--- src/rtl/sd_block_responder.sv ---
// Serves 512-byte SD sector reads/writes from byte-wide backing memory via the sector-buffer handshake.
// Read: 2 cycles/byte, write: 3 cycles/byte, plus one cycle per mem_ack wait; memory stalls hold the FSM in place.
module sd_block_responder #(
  parameter int ADDR_W = 25,
  parameter int BLK_W  = 23
) (
  input  logic              clk_sys,
  input  logic              reset_n,
  input  logic [31:0]       sd_lba,
  input  logic              sd_rd,
  input  logic              sd_wr,
  output logic              sd_ack,
  output logic [8:0]        sd_buff_addr,
  output logic [7:0]        sd_buff_dout,
  output logic              sd_buff_wr,
  input  logic [7:0]        sd_buff_din,
  input  logic [BLK_W-1:0]  img_blocks,
  output logic [ADDR_W-1:0] mem_addr,
  output logic              mem_rd,
  output logic              mem_wr,
  output logic [7:0]        mem_dout,
  input  logic [7:0]        mem_din,
  input  logic              mem_ack,
  output logic              busy,
  output logic              err
);
  typedef enum logic [2:0] {IDLE, ACK, RD_MEM, RD_PUT, WR_ADDR, WR_WAIT, WR_MEM, DONE} state_t;

  // Only the LBA bits that reach mem_addr are kept; the range check uses all 32 at accept time.
  localparam int LBA_W = ADDR_W - 9;

  state_t           state_q, state_d;
  logic [LBA_W-1:0] lba_q, lba_d;
  logic [8:0]       n_q, n_d;
  logic [8:0]       addr_q, addr_d;
  logic [7:0]       data_q, data_d;
  logic             wr_op_q, wr_op_d;
  logic             oob_q, oob_d;
  logic             ack_q, ack_d;
  logic             bwr_q, bwr_d;
  logic             busy_q, busy_d;
  logic             err_q, err_d;
  logic [31:0]      blocks_ext;

  assign blocks_ext = 32'(img_blocks);

  always_comb begin
    state_d = state_q;
    lba_d   = lba_q;
    n_d     = n_q;
    addr_d  = addr_q;
    data_d  = data_q;
    wr_op_d = wr_op_q;
    oob_d   = oob_q;
    ack_d   = ack_q;
    bwr_d   = 1'b0;
    err_d   = err_q;
    case (state_q)
      IDLE: begin
        if (sd_rd || sd_wr) begin
          lba_d   = sd_lba[LBA_W-1:0];
          wr_op_d = !sd_rd;
          oob_d   = (blocks_ext == 32'd0) || (sd_lba >= blocks_ext);
          err_d   = oob_d;
          state_d = ACK;
        end
      end
      ACK: begin
        ack_d   = 1'b1;
        n_d     = 9'd0;
        addr_d  = 9'd0;
        state_d = wr_op_q ? WR_ADDR : RD_MEM;
      end
      RD_MEM: begin
        if (oob_q) begin
          data_d  = 8'h00;
          state_d = RD_PUT;
        end else if (mem_ack) begin
          data_d  = mem_din;
          state_d = RD_PUT;
        end
      end
      RD_PUT: begin
        // Strobe and address are registered, so they appear alongside the next byte's fetch.
        bwr_d  = 1'b1;
        addr_d = n_q;
        if (n_q == 9'd511) begin
          state_d = DONE;
        end else begin
          n_d     = n_q + 9'd1;
          state_d = RD_MEM;
        end
      end
      WR_ADDR: state_d = WR_WAIT;
      WR_WAIT: begin
        data_d  = sd_buff_din;
        state_d = WR_MEM;
      end
      WR_MEM: begin
        if (oob_q || mem_ack) begin
          if (n_q == 9'd511) begin
            state_d = DONE;
          end else begin
            n_d     = n_q + 9'd1;
            addr_d  = n_q + 9'd1;
            state_d = WR_ADDR;
          end
        end
      end
      DONE: begin
        if (!sd_rd && !sd_wr) begin
          ack_d   = 1'b0;
          state_d = IDLE;
        end
      end
      default: state_d = IDLE;
    endcase
    busy_d = (state_d != IDLE);
  end

  always_ff @(posedge clk_sys or negedge reset_n) begin
    if (!reset_n) begin
      state_q <= IDLE;
      lba_q   <= '0;
      n_q     <= '0;
      addr_q  <= '0;
      data_q  <= '0;
      wr_op_q <= 1'b0;
      oob_q   <= 1'b0;
      ack_q   <= 1'b0;
      bwr_q   <= 1'b0;
      busy_q  <= 1'b0;
      err_q   <= 1'b0;
    end else begin
      state_q <= state_d;
      lba_q   <= lba_d;
      n_q     <= n_d;
      addr_q  <= addr_d;
      data_q  <= data_d;
      wr_op_q <= wr_op_d;
      oob_q   <= oob_d;
      ack_q   <= ack_d;
      bwr_q   <= bwr_d;
      busy_q  <= busy_d;
      err_q   <= err_d;
    end
  end

  // Memory strobes decode straight from state so a reset drops them without waiting for a clock.
  assign mem_rd       = (state_q == RD_MEM) && !oob_q;
  assign mem_wr       = (state_q == WR_MEM) && !oob_q;
  assign mem_addr     = {lba_q, n_q};
  assign mem_dout     = data_q;
  assign sd_ack       = ack_q;
  assign sd_buff_addr = addr_q;
  assign sd_buff_dout = data_q;
  assign sd_buff_wr   = bwr_q;
  assign busy         = busy_q;
  assign err          = err_q;
endmodule

--- config.mk ---
export PLATFORM = sky130hd
export DESIGN_NAME = sd_block_responder
export DESIGN_NICKNAME = d
export VERILOG_FILES = /design/src/rtl/sd_block_responder.sv
export SDC_FILE = /design/constraint.sdc
export NUM_CORES = 1
export LEC_CHECK = 0
export CAP_MARGIN = 20
export CORE_ASPECT_RATIO = 1.2
export CORE_MARGIN = 2
export CORE_UTILIZATION = 30
export DETAILED_ROUTE_END_ITERATION = 10
export GPL_TIMING_DRIVEN = 0
export HOLD_SLACK_MARGIN = 0.12
export PLACE_DENSITY_LB_ADDON = 0.15
export SYNTH_ARGS = -nofsm -noshare
export SYNTH_HDL_FRONTEND = slang
export SYNTH_SLANG_ARGS = --single-unit
--- constraint.sdc ---
create_clock -name clk_sys -period 4.9 [get_ports clk_sys]
set_input_delay 0.98 -clock clk_sys [delete_from_list [all_inputs] [get_ports clk_sys]]
set_output_delay 0.98 -clock clk_sys [all_outputs]
set_load 0.03 [all_outputs]
### Word level (Yosys, flattened, before mapping)

Index checks and enable logic that the tools add are counted.

* bits in registers: 50
* latch bits: 0
* RAM bits: 0
* memory bits (read-only): 0
* bits of input ports: 76
* output and inout bits: 56
* logic and storage cells: 65
* memories: 0

* $add $sub $neg: 1
* multiply operators: 0
* divide/modulo/power cells: 0
* $lt $le $gt $ge: 1
* equality and inequality tests: 12
* shift operators: 0
* muxes and demuxes: 21
* bitwise logic cells: 0
* reduce and logical (&&, ||, !) cells: 20

Operators with widths (number)
* $pmux 9 s3: 2
* $mux 9: 4
* $ge 32x23->1: 1
* $logic_not 32->1: 1
* $pmux 3 s8: 1
* $mux 3: 7
* $mux 8: 2
* $pmux 8 s2: 1
* $eq 3x3->1 const B: 4
* $add 9x1->9 const B: 1
* $eq 9x9->1 const B: 1
* $reduce_and 2->1: 4
* $eq 3x2->1 const B: 2
* $ne 2x2->1 const B: 3
* $reduce_bool 3->1: 2
* $reduce_bool 2->1: 2
* $eq 3x1->1 const B: 1
* $logic_and 1x1->1: 3
* $logic_not 1->1: 3
* $logic_not 3->1: 1
* $logic_or 1x1->1: 3
* $ne 3x3->1 const B: 1
* $reduce_and 3->1: 1
* $mux 1: 2
* 2 further kinds: 2

### Longest topological paths before layout

* depth in word-level cells: 5
* mapped depth: 11
* depth with buffers taken out: 10

### Worst setup path before layout

Ideal clock, no wire load.

* path type: register -> register
* from: reg n_q[0]
* to: reg n_q[2]
* library setup time: 121 ps
* arrival time: 2481 ps
* required time: 4779 ps
* setup slack: 2298 ps
* stages on the path, launching flop included: 11
* path buffers: 0
* period minus slack after synthesis: 2602 ps
* path through: dfrtp_1 > ha_1 > and3_1 > and3_1 > and3_1 > ha_1 > inv_1 > a41oi_1 > a21oi_1 > o21ai_0 > a22o_1

* word-level cells in the longest chain between the ends: 4
* elaborated cells between the ends (all ways): 5
* those cells by class: add/sub (1); eq/ne (1); mux (3)

Ends and longest elaborated chain
* start: declaration: line 34 `logic [8:0] n_q, n_d;`
* start signal: assignment: line 137 `n_q <= n_d;`
* $add 9x1->9 / $eq 9x9->1 (equally long branches)
* $mux 9 (*): line 87, 101
* $mux 9: line 100 `if (oob_q || mem_ack) begin`
* $pmux 9 s3 (*): line 58 `case (state_q)`

Every way passes the cells marked *; elsewhere a longest branch is shown, timed or not. The select of a mux whose other input is x is not followed.
A chain may end at the register's enable or synchronous reset.

### Worst setup path after layout

* from: reg state_q[1]
* to: out mem_wr

* word-level cells in the longest chain between the ends: 2

Ends and longest elaborated chain
* start: declaration: line 32 `state_t state_q, state_d;`
* start signal: assignment: line 135 `state_q <= state_d;`
* $eq 3x3->1: line 151 `assign mem_wr = (state_q == WR_MEM) && !oob_q;`
* $logic_and 1x1->1: line 151
* end: declaration: line 20 `output logic mem_wr,`

Every way passes these cells.

==> run summary <==
first-pass GRT wire length: 14690 microns
Post-synth top flop: dfrtp_1
IO buf count: 131
yosys warns: 0
cell family with the largest share of critical-path delay: buffers and inverters
Worst path slowest cell: clkdlybuf4s50_1
Antenna diodes: 0
CTS resizes: 0
clk_skew: 0.009854 ns
xor/xnor cell area share of the yosys netlist: 0%
worst endpoint required time: 3.92 ns
worst r2r src: n_q[0]
drt total wl: 8870 microns
Final HPWL DP: 7055 microns
Root Buffer: clkbuf_16
Setup Fix Bufs, Post-CTS: 0
Max-Cap Viols: 0
complex-gate fraction of the synthesized area: 16.53%
Pleak: 0.002033 uW
Fill cells: 975
IO Pins: 132
status: finished, final reports clean
RSZ-0062 raised after global routing: false
Mapped Nets: 436
GRT Util Overall: 16.23%
top post-synthesis cells by area: dfrtp_1 (40%), ha_1 (10%), mux2_2 (6.2%), a21oi_1 (6.1%), o21ai_0 (3.1%)
Area Overhead vs Synth: 52.55%
row count: 40
CTS Buffer Depth: 2
Final nets: 575
DR vias: 2952
initial antenna violation count: 0
CP arrival: 2.27 ns
final core utilization: 47.18%
Residual DRC: 0
total clock sinks: 50
post-layout worst setup margin: 1.648 ns
vias in the first global route: 3109
Mapped Area: 0.003095 sq mm
number of synthesized flops with an enable pin: 0
r2r worst-path depth: 10
cell accounting for the most synthesized area: dfrtp_1
Num CTS Buffers: 5
Final Power: 2451 uW
Worst-Skew Late Latency: 0.29 ns
CTS clk-pin slew, worst paths: 0.07 ns
CP bufs+invs: 3
Syn Area/Cell: 9.240 sq um
CP endpoint kind: output port
CP cell instances: buf_6 > and2b_1 > nand2_1 > clkbuf_1 > nor2_1 > clkdlybuf4s50_1
register area share after synthesis: 40.42%
largest net degree at the start of global routing: 28
Power Dens Cells: 519.1 mW/mm^2
pre-CTS WS: 1.979 ns
simple-gate share of the synthesized area: 18.31%
cells after synthesis: 335
Tmin final: 3.252 ns
CP max FO: 10
Core Area: 0.01001 sq mm
Async SR Flop Fraction: 100.0%
count leader, synth: dfrtp_1
Overflow after GRT: 0
synth cell count leaders: dfrtp_1 (50), a21oi_1 (38), ha_1 (25), inv_1 (25), nand2_1 (25)
largest family of logic cells by synthesized area: simple AND/OR/NAND/NOR gates
die width: 96.73 microns
cts hold-fix bufs: 0
CTS tree: built
hold path startpoint: sd_buff_addr[0]
worst hold endpoint: sd_buff_addr[0]
die height: 115.3 microns
H-tree depth: 2
Worst setup SP type: flop
Pins Over Slew Limit: 0
setup TNS: 0 ns
wire length per cell: 14.76 microns
fraction of layout cells with a size suffix above 1: 10.95%
R2R Path End: n_q[2]
crit path kind: reg -> out
Via density: 4.912
Initial Utilization: 30.93%
adder-cell share of the synthesized area: 10.11%
Distinct cells, synth: 44
Final period util: 66.37%
Detail Route Antenna Nets: 0
crit-path max cell delay: 0.61 ns
hold depth: 2
worst slew pin tran: 0.6021 ns
Die ar.: 0.01115 sq mm
final setup fails: 0
DRT iter0 DRCs: 97
Final Hold Violating Endpoints: 0
Worst Hold Class: reg -> reg
Rel. slew slack: 59.86%
flop-to-flop setup slack: 1.99 ns
synthesized flop and latch total: 50
gpl congestion: 0.8455
fmax: 0.3075 GHz
DRT Pass-1 Iters: 4
worst vdd ir: 0.2535 mV
Synth top area share: 40.42%
mux cell area share after synthesis: 6.184%
==> power by group <==
| group | leakage [uW] | internal [uW] | switching, uW | total (uW) |
|---|---|---|---|---|
| Combinational | 0.00134 | 645 | 796 | 1440 |
| Sequential | 0.000624 | 567 | 98.5 | 665 |
| Clock | 0.0000708 | 190 | 155 | 344 |
==> worst max path at each step <==
stage | end | from | cells after the start
6_report | mem_wr | state_q[1] | 6
5_1_grt | mem_wr | state_q[1] | 6
4_1_cts | mem_wr | state_q[1] | 6
3_5_place_dp | mem_wr | state_q[1] | 6
3_3_place_gp | mem_dout[5] | reset_n | 1
2_1_floorplan | n_q[2] | n_q[0] | 10
==> cell usage in the layout, fill, tap and decap left out, types with 2 or more instances in the layout <==
| master | count |
|---|---|
| a21o_1 | 3 |
| a21oi_1 | 38 |
| a221oi_1 | 2 |
| a22o_1 | 3 |
| a22oi_1 | 3 |
| a31oi_1 | 6 |
| a41oi_1 | 2 |
| and2b_1 | 2 |
| and3_1 | 7 |
| and3b_1 | 2 |
| buf_2 | 7 |
| buf_4 | 8 |
| buf_6 | 4 |
| clkbuf_1 | 8 |
| clkbuf_16 | 5 |
| clkdlybuf4s50_1 | 130 |
| dfrtp_1 | 50 |
| ha_1 | 25 |
| inv_1 | 25 |
| mux2_2 | 17 |
| nand2_1 | 25 |
| nand2b_1 | 4 |
| nand3_1 | 7 |
| nand4_1 | 3 |
| nor2_1 | 20 |
| nor2_2 | 2 |
| nor3_1 | 8 |
| nor3b_1 | 8 |
| nor4_1 | 8 |
| o21a_1 | 3 |
| o21ai_0 | 19 |
| or2_2 | 2 |
| or3_1 | 3 |
==> logic make-up (layout without fill, tap and decap cells) <==
family | Yosys count | count (layout)
flops | 50 | 50
buf+inv | 51 | 191
simple gates | 106 | 106
compound gates | 86 | 86
fa+ha+maj | 25 | 25
mux | 17 | 17
==> worst register-to-register path: stages, from the launching register on <==
cell and delay [ns]:
dfrtp_1 0.46, ha_1 0.29, and3_1 0.20, and3_1 0.21
and3_1 0.18, ha_1 0.26, inv_1 0.11, a41oi_1 0.16
a21oi_1 0.50, o21ai_0 0.18, a22o_1 0.26
==> through the flow <==
step                      instance area, sq um  cells  hold WS, ns
after floorplan                           3095    335       0.4733
after global placement                    4564    592       0.4674
after detailed placement                  4579    593       0.4731
after CTS                                 4722    601       0.4980
after global routing                      4722    601       0.5130
final                                     4722    601       0.4871
==> sequential cells by signal, indices dropped and copies added, names as in the netlist <==
signal and cells:
lba_q 16, state_q 3, err 1, wr_op_q 1
mem_dout 8, sd_buff_wr 1, sd_buff_addr 9, sd_ack 1
busy 1, n_q 9
==> metal layers <==
layer / part of all wire [%] / track usage [%]
met2: 50 / 28.24
met3: 5.4 / 4.073
met1: 42 / 19.08
met4: 2.5 / 7.136
met5: 0 / 0
==> cell type report <==
type / count / area (sq um) / share of cell area [%]
Inverter: 26 / 100.1 / 2.120
Tap cell: 126 / 157.7 / 3.339
Multi-Input combinational cell: 234 / 1583 / 33.52
Buffer: 25 / 161.4 / 3.418
Clock inverter: 2 / 13.76 / 0.2915
Sequential cell: 50 / 1251 / 26.50
Timing Repair Buffer: 132 / 1326 / 28.09
Clock buffer: 6 / 128.9 / 2.729
Power figures use the tool's default switching activity.
